File: src/rtl/button_evt_pkg.sv
// Shared types for the button event controller: event kinds, per-button FSM states
// and the event record carried on the output stream.
package button_evt_pkg;

  typedef enum logic [1:0] {
    EVT_SHORT    = 2'd0,
    EVT_LONG     = 2'd1,
    EVT_REPEAT   = 2'd2,
    EVT_REL_LONG = 2'd3
  } evt_type_t;

  typedef enum logic [1:0] {
    ST_IDLE    = 2'd0,
    ST_PRESSED = 2'd1,
    ST_LONG    = 2'd2
  } btn_state_t;

  // Wide enough for any practical button count; consumers narrow it to their index width.
  localparam int EVT_BTN_W = 8;

  typedef struct packed {
    logic [EVT_BTN_W-1:0] btn;
    evt_type_t            typ;
  } btn_evt_t;

  function automatic int max_int(input int a, input int b);
    return (a > b) ? a : b;
  endfunction

endpackage

File: src/rtl/evt_fifo.sv
// Synchronous FIFO with a full flag on the write side and a valid/ready read side.
// DEPTH must be a power of two so the pointers wrap naturally.
module evt_fifo #(
  parameter int WIDTH = 4,
  parameter int DEPTH = 4
) (
  input  logic             i_clk,
  input  logic             i_rst,
  input  logic             i_push,
  input  logic [WIDTH-1:0] i_data,
  output logic             o_full,
  output logic             o_valid,
  input  logic             i_ready,
  output logic [WIDTH-1:0] o_data
);

  localparam int PTR_W = $clog2(DEPTH);

  logic [WIDTH-1:0] r_mem [DEPTH];
  logic [PTR_W-1:0] r_wr_ptr;
  logic [PTR_W-1:0] r_rd_ptr;
  logic [PTR_W:0]   r_count;
  logic             w_push;
  logic             w_pop;

  assign o_full  = (r_count == (PTR_W+1)'(DEPTH));
  assign o_valid = (r_count != '0);
  assign o_data  = r_mem[r_rd_ptr];

  // A full FIFO refuses the push even if the head is popped on the same edge.
  assign w_push = i_push & ~o_full;
  assign w_pop  = o_valid & i_ready;

  // NOTE: storage is deliberately not reset; the count/pointers alone define which
  // entries are valid, so resetting the array would only add reset fan-out.
  always_ff @(posedge i_clk) begin
    if (w_push) r_mem[r_wr_ptr] <= i_data;
  end

  // NOTE: all state updates use non-blocking assignments so every register samples
  // pre-edge values regardless of statement order.
  always_ff @(posedge i_clk) begin
    if (i_rst) begin
      r_wr_ptr <= '0;
      r_rd_ptr <= '0;
      r_count  <= '0;
    end else begin
      if (w_push) r_wr_ptr <= r_wr_ptr + 1'b1;
      if (w_pop)  r_rd_ptr <= r_rd_ptr + 1'b1;
      case ({w_push, w_pop})
        2'b10:   r_count <= r_count + 1'b1;
        2'b01:   r_count <= r_count - 1'b1;
        default: r_count <= r_count;
      endcase
    end
  end

endmodule

File: src/rtl/button_event_ctrl.sv
// Debounced button levels -> SHORT/LONG/REPEAT/REL_LONG event stream via per-button FSMs,
// a round-robin arbiter and an event FIFO. Define BTN_AUTOREPEAT_EN to enable REPEAT events.
module button_event_ctrl
  import button_evt_pkg::*;
#(
  parameter int NUM_BTN       = 4,
  parameter int LONG_CYCLES   = 50_000_000,
  parameter int REPEAT_CYCLES = 10_000_000,
  parameter int FIFO_DEPTH    = 4
) (
  input  logic                       clk_in,
  input  logic                       rst_in,
  input  logic [NUM_BTN-1:0]         btn_clean_in,
  output logic                       evt_valid_out,
  input  logic                       evt_ready_in,
  output logic [$clog2(NUM_BTN)-1:0] evt_btn_out,
  output evt_type_t                  evt_type_out,
  output logic [NUM_BTN-1:0]         held_out,
  output logic                       overflow_out
);

  localparam int BTN_W = $clog2(NUM_BTN);
  localparam int CNT_W = $clog2(max_int(LONG_CYCLES, REPEAT_CYCLES) + 1);
  localparam logic [CNT_W-1:0] LONG_LAST = CNT_W'(LONG_CYCLES - 1);
  localparam logic [CNT_W-1:0] CNT_SAT   = '1;
`ifdef BTN_AUTOREPEAT_EN
  localparam logic [CNT_W-1:0] REPEAT_LAST = CNT_W'(REPEAT_CYCLES - 1);
`endif

  logic [NUM_BTN-1:0] w_pending;
  logic [NUM_BTN-1:0] w_grant_oh;
  logic [NUM_BTN-1:0] w_drop;
  evt_type_t          w_type [NUM_BTN];
  logic               w_grant_any;
  logic [BTN_W-1:0]   w_grant_idx;
  logic [BTN_W+1:0]   w_push_data;
  logic [BTN_W+1:0]   w_fifo_head;
  logic               w_fifo_full;
  logic [BTN_W-1:0]   r_rr;
  logic               r_overflow;

  for (genvar i = 0; i < NUM_BTN; i++) begin : g_btn
    btn_state_t       r_state;
    logic [CNT_W-1:0] r_cnt;
    logic             r_prev;
    logic             r_pending;
    evt_type_t        r_type;
    logic             w_emit;
    evt_type_t        w_emit_type;

    // NOTE: every output of this always_comb gets a default first, so no path can
    // leave it unassigned and infer a latch.
    always_comb begin
      w_emit      = 1'b0;
      w_emit_type = EVT_SHORT;
      case (r_state)
        ST_PRESSED: begin
          // Release beats the LONG threshold when both land on the same edge.
          if (!btn_clean_in[i]) begin
            w_emit      = 1'b1;
            w_emit_type = EVT_SHORT;
          end else if (r_cnt == LONG_LAST) begin
            w_emit      = 1'b1;
            w_emit_type = EVT_LONG;
          end
        end
        ST_LONG: begin
          if (!btn_clean_in[i]) begin
            w_emit      = 1'b1;
            w_emit_type = EVT_REL_LONG;
          end
`ifdef BTN_AUTOREPEAT_EN
          else if (r_cnt == REPEAT_LAST) begin
            w_emit      = 1'b1;
            w_emit_type = EVT_REPEAT;
          end
`endif
        end
        default: ;
      endcase
    end

    always_ff @(posedge clk_in) begin
      if (rst_in) begin
        r_state   <= ST_IDLE;
        r_cnt     <= '0;
        r_prev    <= btn_clean_in[i];
        r_pending <= 1'b0;
        r_type    <= EVT_SHORT;
      end else begin
        r_prev <= btn_clean_in[i];
        case (r_state)
          ST_IDLE: begin
            if (btn_clean_in[i] && !r_prev) begin
              r_state <= ST_PRESSED;
              r_cnt   <= '0;
            end
          end
          ST_PRESSED: begin
            if (!btn_clean_in[i]) begin
              r_state <= ST_IDLE;
            end else if (r_cnt == LONG_LAST) begin
              r_state <= ST_LONG;
              r_cnt   <= '0;
            end else if (r_cnt != CNT_SAT) begin
              r_cnt <= r_cnt + 1'b1;
            end
          end
          ST_LONG: begin
            if (!btn_clean_in[i]) begin
              r_state <= ST_IDLE;
            end
`ifdef BTN_AUTOREPEAT_EN
            else if (r_cnt == REPEAT_LAST) begin
              r_cnt <= '0;
            end else if (r_cnt != CNT_SAT) begin
              r_cnt <= r_cnt + 1'b1;
            end
`endif
          end
          default: r_state <= ST_IDLE;
        endcase

        // An event arriving while one is still pending is lost (flagged via w_drop).
        if (w_emit && !r_pending) begin
          r_pending <= 1'b1;
          r_type    <= w_emit_type;
        end else if (w_grant_oh[i]) begin
          r_pending <= 1'b0;
        end
      end
    end

    assign w_pending[i] = r_pending;
    assign w_type[i]    = r_type;
    assign w_drop[i]    = w_emit & r_pending;
    assign held_out[i]  = (r_state != ST_IDLE);
  end

  // Round-robin search starting at r_rr; no grant while the FIFO is full.
  always_comb begin
    w_grant_any = 1'b0;
    w_grant_idx = '0;
    w_grant_oh  = '0;
    if (!w_fifo_full) begin
      for (int k = 0; k < NUM_BTN; k++) begin
        if (!w_grant_any && w_pending[(int'(r_rr) + k) % NUM_BTN]) begin
          w_grant_any = 1'b1;
          w_grant_idx = BTN_W'((int'(r_rr) + k) % NUM_BTN);
        end
      end
    end
    if (w_grant_any) w_grant_oh[w_grant_idx] = 1'b1;
  end

  always_ff @(posedge clk_in) begin
    if (rst_in) begin
      r_rr       <= '0;
      r_overflow <= 1'b0;
    end else begin
      if (|w_drop) r_overflow <= 1'b1;
      if (w_grant_any) begin
        r_rr <= (w_grant_idx == BTN_W'(NUM_BTN - 1)) ? '0 : w_grant_idx + 1'b1;
      end
    end
  end

  assign w_push_data = {w_grant_idx, w_type[w_grant_idx]};

  evt_fifo #(
    .WIDTH (BTN_W + 2),
    .DEPTH (FIFO_DEPTH)
  ) u_fifo (
    .i_clk   (clk_in),
    .i_rst   (rst_in),
    .i_push  (w_grant_any),
    .i_data  (w_push_data),
    .o_full  (w_fifo_full),
    .o_valid (evt_valid_out),
    .i_ready (evt_ready_in),
    .o_data  (w_fifo_head)
  );

  assign evt_btn_out  = w_fifo_head[BTN_W+1:2];
  assign evt_type_out = evt_type_t'(w_fifo_head[1:0]);
  assign overflow_out = r_overflow;

endmodule

File: config.mk
export PLATFORM = sky130hd
export DESIGN_NAME = button_event_ctrl
export DESIGN_NICKNAME = d
export VERILOG_FILES = /design/src/rtl/button_evt_pkg.sv /design/src/rtl/evt_fifo.sv /design/src/rtl/button_event_ctrl.sv
export SDC_FILE = /design/constraint.sdc
export NUM_CORES = 1
export LEC_CHECK = 0
export BUFFER_PORTS_ARGS = -buffer_cell sky130_fd_sc_hd__buf_2
export CORE_MARGIN = 5
export CORE_UTILIZATION = 39
export DETAILED_ROUTE_END_ITERATION = 8
export GPL_ROUTABILITY_DRIVEN = 0
export PLACE_DENSITY_LB_ADDON = 0.12
export SETUP_SLACK_MARGIN = 0.3
export SLEW_MARGIN = 20
export SYNTH_ARGS = -nofsm -noshare
export SYNTH_HDL_FRONTEND = slang
export SYNTH_SLANG_ARGS = --single-unit
File: constraint.sdc
create_clock -name clk_in -period 2.05 [get_ports clk_in]
set_input_delay 0.1025 -clock clk_in [delete_from_list [all_inputs] [get_ports clk_in]]
set_output_delay 0.1025 -clock clk_in [all_outputs]
set_load 0.02 [all_outputs]
After elaboration in Yosys (flattened, before gate mapping)

Memories as Yosys holds them, arrays and structs flattened. A register that Yosys moved wholly into a read port is not among the register bits.
Index checks and enable logic that the tools add are counted.

Register bits after elaboration: 138
Memories: 1
Bits in latches: 0
Bits of input ports: 7
RAM bits: 16
Logic and storage cells: 265
Output and inout bits: 10
ROM bits: 0

Divide/modulo/power cells: 0
Eq/ne operators: 40
Multiply operators: 0
Reductions and logical operators: 53
$add $sub $neg: 12
Bitwise operators: 11
$lt $le $gt $ge: 7
Shift operators: 0
Multiplexer cells: 116

Memory list:

| name         | words | bits a word | rd ports | clocked after memory_dff | wr ports | RTL line       | source |
|---|---|---|---|---|---|---|---|
| u_fifo.r_mem | 4     | 4           | 1        | 1                        | 1        | evt_fifo.sv:19 | `logic [WIDTH-1:0] r_mem [DEPTH];` |

Operators by type and width:

| cell                                                                         | number |
|---|---|
| 26-bit 2-to-1 mux                                                            | 16 |
| 26-bit one-hot mux with 2 select lines                                       | 4 |
| 26-bit by 1-bit adder with 26-bit output, second input constant              | 4 |
| 26-bit equality test, second input constant                                  | 4 |
| 26-bit inequality test, second input constant                                | 4 |
| 2-bit 2-to-1 mux                                                             | 30 |
| 1-bit 2-to-1 mux                                                             | 46 |
| 2-bit nonzero test                                                           | 13 |
| 2-bit inequality test, second input constant                                 | 12 |
| 3-bit inequality test, second input constant                                 | 8 |
| 2-bit one-hot mux with 3 select lines                                        | 4 |
| 2-bit one-hot mux with 2 select lines                                        | 4 |
| 4-bit AND reduction                                                          | 4 |
| 2-bit equality test, second input constant                                   | 6 |
| 1-bit logical AND                                                            | 12 |
| 3-bit by 4-bit less-than comparator with 1-bit output, second input constant | 3 |
| 3-bit AND reduction                                                          | 4 |
| 1-bit zero test                                                              | 11 |
| 2-bit by 1-bit equality test with 1-bit output, second input constant        | 5 |
| 2-bit by 1-bit adder with 2-bit output, second input constant                | 4 |
| 1-bit binary-select mux with 2-bit select                                    | 4 |
| 2-bit zero test                                                              | 4 |
| 1-bit one-hot mux with 2 select lines                                        | 4 |
| 1-bit AND                                                                    | 6 |
| 17 further kinds                                                             | 23 |

Depth between registers and ports, before layout

Depth in word-level cells: 24
Mapped depth: 11
Depth with buffers taken out: 10

Modules after synthesis

A second synthesis with hierarchy kept.

Cells, all modules: 994
Area, all modules: 8554.5 sq um

Modules (own cells, without submodules):

| module            | instances | cells each | seq. area each (sq um) | area each (sq um) |
|---|---|---|---|---|
| button_event_ctrl | 1         | 922        | 2622.5                 | 7507.2 |
| evt_fifo          | 1         | 72         | 660.6                  | 1047.3 |

Worst setup path before layout

Ideal clock, no wire load.

Kind: reg2reg
Start: register g_btn[1].r_state[0]
End: register g_btn[1].r_cnt[25]
Period minus slack after synthesis: 2229 ps
Required time: 1924 ps
Path slack: -179 ps
Stages on the path, launching flop included: 10
Path buffers: 1
Arrival time: 2103 ps
Library setup time: 126 ps
Cell sequence: dfxtp_1 > inv_1 > ha_1 > a21boi_4 > o21ai_2 > or4_1 > buf_4 > nor4_4 > xnor2_1 > nor2_2

Longest elaborated chain between the ends: 3
Elaborated cells on any way between the ends: 8
Those cells by class: eq/ne (4); mux (1); reduce/logical (3)

Ends and longest elaborated chain:

| what                                                                              | RTL line                 | source |
|---|---|---|
| start: declaration                                                                | button_event_ctrl.sv:43  | `btn_state_t r_state;` |
| start signal: assignment                                                          | button_event_ctrl.sv:85  | `r_state <= ST_IDLE;` |
| start signal: assignment                                                          | button_event_ctrl.sv:95  | `r_state <= ST_PRESSED;` |
| start signal: assignment                                                          | button_event_ctrl.sv:101 | `r_state <= ST_IDLE;` |
| 2-bit by 1-bit equality test with 1-bit output or 2-bit zero test (tied branches) | button_event_ctrl.sv:92  | `case (r_state)` |
| 3-bit inequality test (no line) (tied with other cells)                           | --                       |  |
| 4-bit AND reduction (no line)                                                     | --                       |  |
| end signal: assignment                                                            | button_event_ctrl.sv:106 | `r_cnt <= r_cnt + 1'b1;` |
| end: declaration                                                                  | button_event_ctrl.sv:44  | `logic [CNT_W-1:0] r_cnt;` |

Parallel ways exist; a longest one is shown, timed or not.
A chain may end at the register's enable or synchronous reset.

Final worst setup path

Start: register g_btn[3].r_cnt[1]
End: register g_btn[3].r_type[1]

Longest elaborated chain between the ends: 5

Ends and longest elaborated chain:

| what                                  | RTL line                 | source |
|---|---|---|
| start: declaration                    | button_event_ctrl.sv:44  |  |
| start signal: assignment              | button_event_ctrl.sv:106 |  |
| 26-bit equality test                  | button_event_ctrl.sv:62  | `end else if (r_cnt == LONG_LAST) begin` |
| 1-bit 2-to-1 mux                      | button_event_ctrl.sv:62  |  |
| 1-bit 2-to-1 mux                      | button_event_ctrl.sv:59  | `if (!btn_clean_in[i]) begin` |
| 1-bit one-hot mux with 2 select lines | button_event_ctrl.sv:56  | `case (r_state)` |
| 1-bit logical AND                     | button_event_ctrl.sv:125 | `if (w_emit && !r_pending) begin` |
| end signal: assignment                | button_event_ctrl.sv:127 | `r_type <= w_emit_type;` |
| end: declaration                      | button_event_ctrl.sv:47  | `evt_type_t r_type;` |

Every way passes these cells.

==> results.py <==
metrics = {
    "layout": {
        "multi_input_area_um2": 5768,
        "mostFrequentLayoutCell": "buf_4",
        "seq_area_um2": 3385,
        "fin_nets": 1212,
        "drive_gt1_share_pct": 43.88,
        "fillers": 1829,
        "layout_common_cells": "161 x buf_4, 96 x nor2_1, 85 x dfxtp_1",
        "antenna_cells": 0,
        "area_delta_synth_final_pct": 51.89,
        "utilization_pct": 59.50,
    },
    "critical_path": {
        "crit_path_start_kind": "flop",
        "critPathMaxStageDelay_ns": 0.45,
        "worstSetupEndpointType": "flop",
        "cp.arrival_ns": 2.43,
        "critical_path.max_fanout": 4,
        "reg2reg_slack_ns": -0.07,
        "critical-path-slowest-cell": "or4_4",
        "worstSetupPathType": "flop to flop",
        "worstPathCellList": "ha_4 > nand4_1 > or3_4 > or4_4 > a211o_1 > a22oi_1 > nor2_1",
        "cp.required_ns": 2.36,
    },
    "logic_synthesis": {
        "synth_area_um2": 8157,
        "synth_xor_area_share_pct": 8.268,
        "synth_compound_area_share_pct": 12.98,
        "ys_warn_count": 0,
        "yosys.area_share.simple_pct": 28.24,
        "synthAdderAreaFrac_pct": 4.080,
        "synth_top_family_by_area": "simple AND/OR/NAND/NOR gates",
        "muxShareOfSynthArea_pct": 2.332,
        "synth-main-ff-cell": "dfxtp_1",
        "ys_ff_latch": 156,
        "syn_inst": 946,
        "synth_edf_count": 16,
        "async_reset_ff_share_pct": 0,
        "synth_cell_type_count": 73,
        "synth_fp_nets": 979,
        "avgSynthCellArea_um2": 8.622,
        "seq_area_frac_synth_pct": 40.25,
    },
    "sta": {
        "clock_skew_ns": 0.01139,
        "fin_crit_sh_pct": 103.4,
        "finalHoldViolations": 0,
        "drv_slew": 0,
        "timing.final.ws_setup_ns": -0.07035,
        "fmax_mhz": 471.6,
        "setup_viol": 25,
        "fin_crit_ns": 2.120,
        "hold_ws_ns": 0.2026,
        "worstMarginPinSlew_ns": 0.4947,
        "grt_setup_unrepaired": "yes",
        "slew_headroom_pct": 66.96,
    },
    "power_and_ir_drop": {
        "cellLeakagePower_uw": 0.004485,
        "total_power_uw": 7769,
        "power_density_nw_per_um2": 627.1,
        "ir_drop_mv": 0.5901,
    },
    "run": {
        "drv_cap": 0,
    },
    "place": {
        "hpwlAfterDp_mm": 14.15,
        "port_buffers": 16,
    },
    "run_status": {
        "status": "finished, violations left",
        "failed_checks": "setup timing",
    },
    "drt": {
        "wire_per_inst_um": 15.27,
        "ant_nets": 0,
        "drc": 0,
        "vias_per_cell": 5.273,
        "first_pass_iters": 5,
        "drt-total-wl_mm": 22.40,
        "route.vias.total": 7735,
        "drt-initial-drc-count": 373,
    },
    "global_route": {
        "first_global_vias": 7309,
        "track_usage_pct": 17.97,
        "antenna_found_initial": 0,
        "grt_max_degree": 43,
        "grt_pass1_wl_mm": 35.76,
        "overflow": 0,
    },
    "die": {
        "io_pins": 17,
        "rows": 53,
        "die_h_um": 154.6,
        "start_util_pct": 39.17,
        "die_w_um": 154.6,
        "die_area_um2": 23910,
        "core_um2": 20820,
    },
    "clocking": {
        "cts_buffer_depth": 2,
        "numCtsBuffers": 17,
        "cts-root-buf": "clkbuf_16",
        "clkTransAtPathRegs_ns": 0.06,
        "clk_latency_ns": 0.43,
        "clock-sinks": 156,
        "tritoncts": "done",
        "cts.htree.levels": 4,
    },
    "hold_path": {
        "hold_path_class": "primary input to flop",
    },
}
==> layout make-up <==
class,instances,share of cell area (%)
Inverter,42,1.373
Tap cell,275,2.777
Timing Repair Buffer,245,17.56
Sequential cell,156,27.32
Multi-Input combinational cell,717,46.56
Clock buffer,22,3.666
Clock inverter,10,0.7473
==> through the flow <==
stage / std cells / setup slack, ns / setup TNS (ns) / instance area (µm²)
after global routing: 1467 / -0.1347 / -2.753 / 12390
after floorplan: 946 / -0.03268 / -0.03268 / 8568
final: 1467 / -0.07035 / -0.3757 / 12390
after detailed placement: 1332 / -0.1452 / -1.265 / 9743
after CTS: 1431 / -0.05628 / -0.4992 / 11580
after global placement: 1332 / -0.1106 / -0.4740 / 9743
==> layer usage <==
metal,vias to the layer above,GRT usage (%),routed length [µm]
li1,3893,-,-
met1,3730,24.33,10700
met2,88,29.72,11050
met3,24,2.798,415
met4,0,5.299,235
met5,-,0,0
==> where the power goes <==
group / switching, µW / leakage (µW) / internal, µW
combinational: 769 / 0.00292 / 760
clock: 1290 / 0.000258 / 1700
sequential: 85.7 / 0.00131 / 3160
total: 2150 / 0.00449 / 5620
==> flip-flops by register name (all words and copies together) (netlist names), named ones only <==
| signal | flops |
|---|---|
| g_btn.r_prev | 4 |
| g_btn.r_state | 8 |
| r_rr | 2 |
| u_fifo.r_rd_ptr | 2 |
| g_btn.r_type | 8 |
| u_fifo.r_mem | 16 |
| u_fifo.r_wr_ptr | 2 |
| g_btn.r_cnt | 104 |
| g_btn.r_pending | 4 |
| u_fifo.r_count | 3 |
| overflow_out | 1 |
==> cells in the mapped netlist (all sizes together), types with 3 or more instances <==
master,n,area share (%)
a211oi,7,0.71
a21o,7,0.64
a21oi,46,2.9
a221oi,5,0.61
a22oi,5,0.52
a311oi,3,0.40
a31o,3,0.32
a31oi,11,0.84
a41oi,6,0.64
and2,12,0.92
and3,17,1.3
and4,11,1.2
buf,16,1.2
clkbuf,16,0.74
dfxtp,140,34
edfxtp,16,5.9
ha,25,3.8
inv,42,1.9
mux2i,10,1.2
mux4,4,1.1
nand2,80,3.7
nand2b,10,0.77
nand3,42,2.6
nand4,39,3.0
nor2,129,6.0
nor2b,7,0.54
nor3,34,2.1
nor3b,3,0.28
nor4,21,2.3
nor4b,5,0.54
o211ai,7,0.71
o21ai,28,1.8
o221ai,4,0.43
o31ai,5,0.46
or2,3,0.23
or3,17,1.3
or4,13,1.3
xnor2,38,4.1
xor2,39,4.2
==> repair_timing <==
| action | CTS | global route |
|---|---|---|
| pin swaps | 88 | 59 |
| setup endpoints to repair | 135 | 140 |
| gates cloned | 6 | 2 |
| buffers inserted | 55 | 34 |
| hold buffers | 6 | 0 |
| gates resized for setup | 182 | 137 |
| hold endpoints to repair | 8 | 0 |
==> kinds of logic after synthesis <==
group                    after synthesis
AO/OA/AOI/OAI                        154
XOR/XNOR                              77
adder cells (fa/ha/maj)               26
buffers and inverters                 74
flip-flops                           156
multiplexers                          14
AND/OR/NAND/NOR                      445
==> path summary, 6_finish.rpt <==
check                                  startpoint                 end  cells after the start
worst max register to register  g_btn[3].r_cnt[1]  g_btn[3].r_type[1]                      7
worst min register to register  g_btn[1].r_cnt[1]   g_btn[1].r_cnt[1]                      2
worst min-delay path                 evt_ready_in                flop                      5
worst max-delay path            g_btn[3].r_cnt[1]  g_btn[3].r_type[1]                      7
==> worst max-delay path: cells and delay by family (launching register included) <==
kind | cells | cell delay, ns
adder cells (fa/ha/maj) | 1 | 0.13
AND/OR/NAND/NOR | 4 | 1.07
flip-flops | 1 | 0.36
AO/OA/AOI/OAI | 2 | 0.45
Note: power is estimated with default switching activity, not from simulation.
